`config.mk`:
```
export PLATFORM = sky130hd
export DESIGN_NAME = suit_match_scheduler
export DESIGN_NICKNAME = d
export VERILOG_FILES = /design/src/rtl/suit_match_pkg.sv /design/src/rtl/suit_match_scheduler_tracker.sv /design/src/rtl/suit_match_scheduler.sv
export SDC_FILE = /design/constraint.sdc
export NUM_CORES = 1
export LEC_CHECK = 0
export ABC_AREA = 0
export BUFFER_PORTS_ARGS = -buffer_cell sky130_fd_sc_hd__buf_2
export CAP_MARGIN = 20
export CORE_AREA = 2 2 99 101
export DETAILED_ROUTE_END_ITERATION = 16
export DIE_AREA = 0 0 101 103
export PLACE_DENSITY = 0.66
export SLEW_MARGIN = 20
export SYNTH_ARGS = -nofsm -noshare
export SYNTH_HDL_FRONTEND = slang
export SYNTH_SLANG_ARGS = --single-unit
```
`constraint.sdc`:
```
create_clock -name i_clk -period 7.1 [get_ports i_clk]
set_input_delay 1.775 -clock i_clk [delete_from_list [all_inputs] [get_ports i_clk]]
set_output_delay 1.775 -clock i_clk [all_outputs]
set_load 0.03 [all_outputs]
```
`src/rtl/suit_match_pkg.sv`:
```
// Shared types and corner-geometry constants for suit classification.
// Also used by the rank matcher, so the geometry lives here rather than in the scheduler.
package suit_match_pkg;

  localparam int CORNER_WIDTH = 28;
  localparam int RANK_HEIGHT  = 40;
  localparam int SUIT_HEIGHT  = 29;
  localparam int SUIT_SIZE    = CORNER_WIDTH * SUIT_HEIGHT;
  localparam int SW           = $clog2(SUIT_SIZE);

  typedef enum logic [2:0] {
    ST_IDLE,
    ST_WAIT_FRAME,
    ST_CAPTURE,
    ST_START,
    ST_WAIT_SCORE,
    ST_COMPARE,
    ST_RESULT
  } state_t;

  typedef enum logic [1:0] {
    SPADE   = 2'd0,
    HEART   = 2'd1,
    DIAMOND = 2'd2,
    CLUB    = 2'd3
  } suit_t;

endpackage

```
`src/rtl/suit_match_scheduler_tracker.sv`:
```
// Keeps the lowest and second-lowest score seen since the last clear, plus the index of the lowest.
// A score equal to the current best never displaces it, so ties favour the earlier index.
module best_two_tracker #(
  parameter int SW = 10,
  parameter int IW = 2
) (
  input  logic          i_clk,
  input  logic          i_rst,
  input  logic          i_clear,
  input  logic          i_update,
  input  logic [SW-1:0] i_score,
  input  logic [IW-1:0] i_idx,
  output logic [SW-1:0] o_best,
  output logic [SW-1:0] o_second,
  output logic [IW-1:0] o_best_idx
);

  logic [SW-1:0] r_best;
  logic [SW-1:0] r_second;
  logic [IW-1:0] r_best_idx;

  always_ff @(posedge i_clk) begin
    if (i_rst || i_clear) begin
      r_best     <= '1;
      r_second   <= '1;
      r_best_idx <= '0;
    end else if (i_update) begin
      if (i_score < r_best) begin
        r_second   <= r_best;
        r_best     <= i_score;
        r_best_idx <= i_idx;
      end else if (i_score < r_second) begin
        r_second <= i_score;
      end
    end
  end

  assign o_best     = r_best;
  assign o_second   = r_second;
  assign o_best_idx = r_best_idx;

endmodule

```
`src/rtl/suit_match_scheduler.sv`:
```
// Sequences one corner's suit classification: arm the XOR scorer for a full-frame capture,
// run one compare pass per suit kernel, and report best suit, score, margin and reject.
module suit_match_scheduler
  import suit_match_pkg::*;
#(
  parameter int corner_width  = CORNER_WIDTH,
  parameter int rank_height   = RANK_HEIGHT,
  parameter int suit_height   = SUIT_HEIGHT,
  parameter int NUM_SUITS     = 4,
  parameter int REJECT_THRESH = 200,
  parameter int SCORE_TIMEOUT = 1024,
  localparam int SCORE_W      = $clog2(corner_width * suit_height),
  localparam int KW           = (NUM_SUITS > 1) ? $clog2(NUM_SUITS) : 1
) (
  input  logic               i_clk,
  input  logic               i_rst,
  input  logic [10:0]        i_hcount,
  input  logic [9:0]         i_vcount,
  input  logic               i_req_valid,
  input  logic [10:0]        i_req_left_edge,
  input  logic [9:0]         i_req_top_edge,
  output logic               o_req_ready,
  output logic [10:0]        o_scr_left_edge,
  output logic [9:0]         o_scr_top_edge,
  output logic               o_scr_capture_arm,
  input  logic               i_scr_captured,
  output logic               o_scr_start,
  output logic [KW-1:0]      o_scr_kernel_sel,
  input  logic               i_scr_done,
  input  logic [SCORE_W-1:0] i_scr_score,
  output logic               o_res_valid,
  input  logic               i_res_ready,
  output logic [KW-1:0]      o_res_suit,
  output logic [SCORE_W-1:0] o_res_score,
  output logic [SCORE_W-1:0] o_res_margin,
  output logic               o_res_reject,
  output logic               o_err_timeout
);

  localparam int TW = $clog2(SCORE_TIMEOUT + 1);

  state_t               r_state;
  state_t               w_state_next;
  logic [10:0]          r_left_edge;
  logic [9:0]           r_top_edge;
  logic [KW-1:0]        r_k;
  logic [1:0]           r_frame_cnt;
  logic [TW-1:0]        r_wait_cnt;
  logic [SCORE_W-1:0]   r_score;
  logic                 r_err;

  logic                 w_frame_start;
  logic                 w_accept;
  logic                 w_abort;
  logic                 w_last_kernel;
  logic [SCORE_W-1:0]   w_best;
  logic [SCORE_W-1:0]   w_second;
  logic [KW-1:0]        w_best_idx;

  assign w_frame_start = (i_hcount == 11'd0) && (i_vcount == 10'd0);
  assign w_last_kernel = (r_k == KW'(NUM_SUITS - 1));

  // Both abort paths (missed capture, stalled scorer) land in RESULT with the error latched.
  always_comb begin
    w_state_next = r_state;
    w_accept     = 1'b0;
    w_abort      = 1'b0;
    case (r_state)
      ST_IDLE: begin
        if (i_req_valid) begin
          w_accept     = 1'b1;
          w_state_next = ST_WAIT_FRAME;
        end
      end
      ST_WAIT_FRAME: begin
        if (w_frame_start) w_state_next = ST_CAPTURE;
      end
      ST_CAPTURE: begin
        if (i_scr_captured) begin
          w_state_next = ST_START;
        end else if (w_frame_start && (r_frame_cnt == 2'd1)) begin
          w_abort      = 1'b1;
          w_state_next = ST_RESULT;
        end
      end
      ST_START: begin
        w_state_next = ST_WAIT_SCORE;
      end
      ST_WAIT_SCORE: begin
        if (i_scr_done) begin
          w_state_next = ST_COMPARE;
        end else if (r_wait_cnt == TW'(SCORE_TIMEOUT - 1)) begin
          w_abort      = 1'b1;
          w_state_next = ST_RESULT;
        end
      end
      ST_COMPARE: begin
        w_state_next = w_last_kernel ? ST_RESULT : ST_START;
      end
      ST_RESULT: begin
        if (i_res_ready) w_state_next = ST_IDLE;
      end
      default: w_state_next = ST_IDLE;
    endcase
  end

  always_ff @(posedge i_clk) begin
    if (i_rst) begin
      r_state     <= ST_IDLE;
      r_left_edge <= '0;
      r_top_edge  <= '0;
      r_k         <= '0;
      r_frame_cnt <= '0;
      r_wait_cnt  <= '0;
      r_score     <= '0;
      r_err       <= 1'b0;
    end else begin
      r_state <= w_state_next;
      if (w_accept) begin
        r_left_edge <= i_req_left_edge;
        r_top_edge  <= i_req_top_edge;
        r_k         <= '0;
        r_frame_cnt <= '0;
        r_err       <= 1'b0;
      end
      // The frame start that opens CAPTURE counts as the first; another one means a missed window.
      if ((r_state == ST_WAIT_FRAME) && w_frame_start) r_frame_cnt <= 2'd1;
      if ((r_state == ST_CAPTURE) && w_frame_start) r_frame_cnt <= r_frame_cnt + 2'd1;
      if (r_state == ST_START) r_wait_cnt <= '0;
      else if (r_state == ST_WAIT_SCORE) r_wait_cnt <= r_wait_cnt + TW'(1);
      if ((r_state == ST_WAIT_SCORE) && i_scr_done) r_score <= i_scr_score;
      if ((r_state == ST_COMPARE) && !w_last_kernel) r_k <= r_k + KW'(1);
      if (w_abort) r_err <= 1'b1;
    end
  end

  best_two_tracker #(
    .SW (SCORE_W),
    .IW (KW)
  ) u_tracker (
    .i_clk      (i_clk),
    .i_rst      (i_rst),
    .i_clear    (w_accept),
    .i_update   (r_state == ST_COMPARE),
    .i_score    (r_score),
    .i_idx      (r_k),
    .o_best     (w_best),
    .o_second   (w_second),
    .o_best_idx (w_best_idx)
  );

  assign o_req_ready       = (r_state == ST_IDLE);
  assign o_scr_left_edge   = r_left_edge;
  assign o_scr_top_edge    = r_top_edge;
  assign o_scr_capture_arm = (r_state == ST_CAPTURE);
  assign o_scr_start       = (r_state == ST_START);
  assign o_scr_kernel_sel  = r_k;
  assign o_res_valid       = (r_state == ST_RESULT);

  // Result fields come straight from held registers and read as zero outside RESULT.
  assign o_res_suit    = o_res_valid ? w_best_idx : '0;
  assign o_res_score   = o_res_valid ? w_best : '0;
  assign o_res_margin  = o_res_valid ? (w_second - w_best) : '0;
  assign o_res_reject  = o_res_valid && ((int'(w_best) > REJECT_THRESH) || r_err);
  assign o_err_timeout = o_res_valid && r_err;

endmodule

```
==> out/metrics.yaml <==
outcome: "completed"
syn-mean-instance-area_sq_um: 8.11
finalSetupViolCount: 0
ios: 109
clock-root-buffer: "clkbuf_8"
drive_gt1_frac: 0.225
fp-row-count: 36
reg2reg_from: "u_tracker.o_best[5]"
layout_common_cells: "buf_2 (108), nand2_1 (84), dfxtp_1 (72)"
start_util: 0.413
cp.arrival_ns: 2.47
antenna_found_initial: 0
ctsResizeCount: 0
fin_crit_sh: 0.598
p_clk_frac: 0.355
register_area_sq_mm: 0.00144
grt_max_degree: 43
cts.path.max_buffers: 2
die_y_um: 103
post-route-cell-area_sq_mm: 0.00477
viasPerCell: 5.20
async_reset_ff_frac: 0
die_w_um: 101
hpwl_mm: 7.36
dieArea_sq_mm: 0.0104
reg2reg_to: "u_tracker.o_second[3]"
nFillCells: 928
hold_viol: 0
place_ws_ns: 3.22
syn2layout_area_growth_pct: 22.0
first_global_vias: 3330
cts.clk_slew.worst_paths_ns: 0.08
powerDensity_mw_per_mm2: 255
seq_area_frac_synth: 0.369
max-slew-margin-rel: 0.428
worstMarginPinSlew_ns: 0.856
via_count: 3645
synth_edf_count: 0
crit_path_end_kind: "output pin"
ctsHoldBuffers: 0
place_area_sq_mm: 0.00450
rr_worst_depth: 9
core-area_sq_mm: 0.00946
synthFlopType: "dfxtp_1"
tns_ns: 0
grt_pass1_wl_mm: 15.4
synth_cells: 482
worstPathMaxFanout: 5
postCtsSetupBuffers: 0
power.internal_mw: 0.818
worstPathRequired_ns: 5.33
ys_warn_count: 0
reg2reg_setup_slack_ns: 4.34
path_class: "reg2out"
pwr-share-comb: 0.259
grt-ovfl-total: 0
drc: 0
worst_hold_path_type: "reg2reg"
holdPathEnd: "o_scr_top_edge[8]"
multi_input_area_sq_mm: 0.00226
clock_latency_ns: 0.34
cp-start-kind: "register"
peakVddDrop_uv: 289
drv_cap: 0
postRouteAntennaNets: 0
io_buffers: 108
layout_commonest_cell: "buf_2"
cts_sinks: 72
drtIter0Drc: 152
drt-total-wl_mm: 9.77
antenna_cells: 0
htree_levels: 3
rsz0062_at_grt: "false"
finalMaxSlewViolations: 0
numCtsBuffers: 9
first_pass_iters: 4
sw_frac_of_total: 0.326
min_from: "o_scr_top_edge[8]"
p_leak_nw: 2.50
pwr-share-seq: 0.386
wire_per_inst_um: 13.9
globalplace.congestion: 0.874
fin_ws_ns: 2.86
syn-cell-area_sq_mm: 0.00391
period_minus_slack_ns: 4.24
finalClockSkew_ns: 0.0113
grtUsageTotal: 0.185
fin_nets: 672
syn-num-nets: 571
p_sw_mw: 0.396
fmax_mhz: 236
cts_tree: "done"
worstHoldPathCells: 2
ys_ff_latch: 72
ys_types: 51
[metal layers]
metal / up-vias / track usage / part of all wire
li1: 1864 / - / -
met1: 1650 / 0.256 / 0.47
met2: 113 / 0.286 / 0.46
met3: 18 / 0.0353 / 0.051
met4: 0 / 0.0728 / 0.018
met5: - / 0 / 0
[power groups by stage]
stage               registers, mW  logic, mW  clock network, mW
global placement            0.475      0.310                  0
global route                0.474      0.345              0.455
detailed placement          0.477      0.314                  0
floorplan                   0.512      0.196                  0
CTS                         0.468      0.315              0.438
finish                      0.468      0.314              0.432
[sequential cells by signal (all words and copies together), names as in the netlist]
register              cells
r_state                   3
r_wait_cnt               11
r_score                  10
o_scr_top_edge           10
r_frame_cnt               2
r_err                     1
u_tracker.o_best_idx      2
u_tracker.o_best         10
o_scr_left_edge          11
u_tracker.o_second       10
o_scr_kernel_sel          2
[cell usage after synthesis (2+ instances only)]
library cell   n  area share
a311oi_1       2      0.0045
xnor2_1        5       0.011
nand2_1       84       0.081
and3_1         2      0.0032
nor2_1        53       0.051
o21ai_0       14       0.018
or2_2          2      0.0032
a22oi_1        2      0.0038
xor2_1        11       0.025
and2_1         6      0.0096
o21bai_1       2      0.0038
nor2b_1        3      0.0048
ha_1          30       0.096
o21a_1         3      0.0058
inv_1         27       0.026
mux2i_1       23       0.059
a211oi_1       3      0.0058
nand3_1        8       0.010
dfxtp_1       72        0.37
nor4_1         6      0.0096
a21o_1         2      0.0038
nand4_1        6      0.0096
or3_1          4      0.0064
clkbuf_1      15       0.014
a21oi_1       44       0.056
nor3_1        15       0.019
a2bb2oi_1     10       0.022
nand2b_1       5      0.0080
[stage by stage]
step | utilization | hold slack [ns] | power, mW | instances
after CTS | 0.504 | 0.454 | 1.22 | 701
final | 0.504 | 0.454 | 1.21 | 701
after global placement | 0.476 | 0.440 | 0.785 | 686
after floorplan | - | 0.443 | 0.708 | 482
after global routing | 0.504 | 0.471 | 1.27 | 701
after detailed placement | 0.476 | 0.444 | 0.791 | 686
[worst max-delay path, cell delays in order (launching register included)]
cell and delay, ns:
dfxtp_1 0.42, inv_1 0.11, ha_1 0.28, nor2b_1 0.13
o21ai_0 0.22, a21oi_1 0.15, o41ai_1 0.39, xor2_1 0.18
nor2_1 0.05, buf_2 0.21
[cell type report]
type / count / area share
multi-input cells: 363 / 0.475
flip-flops and latches: 72 / 0.302
repair buffers: 109 / 0.115
well taps: 114 / 0.0299
clock buffers: 10 / 0.0289
clock inverters: 5 / 0.0270
inverters: 28 / 0.0220
[cell families (layout without fill, tap and decap cells)]
family | count (synthesis) | after routing | synth area share
AND/OR/NAND/NOR | 200 | 200 | 0.231
AO/OA/AOI/OAI | 93 | 93 | 0.152
flip-flops | 72 | 72 | 0.369
buffers and inverters | 47 | 152 | 0.0519
adder cells (fa/ha/maj) | 31 | 31 | 0.101
multiplexers | 23 | 23 | 0.0589
XOR/XNOR | 16 | 16 | 0.0359
[worst max-delay path by stage]
stage / startpoint / endpoint / slack (ns)
2_1_floorplan: u_tracker.o_second[0] / o_res_margin[8] / 3.10
6_report: u_tracker.o_best[1] / o_res_margin[7] / 2.86
3_5_place_dp: r_state[2] / o_res_score[0] / 3.22
4_1_cts: r_state[2] / o_res_score[0] / 2.80
3_3_place_gp: r_state[2] / o_res_score[0] / 3.27
5_1_grt: u_tracker.o_second[0] / o_res_margin[8] / 2.67
(Power assumes the default switching activity.)
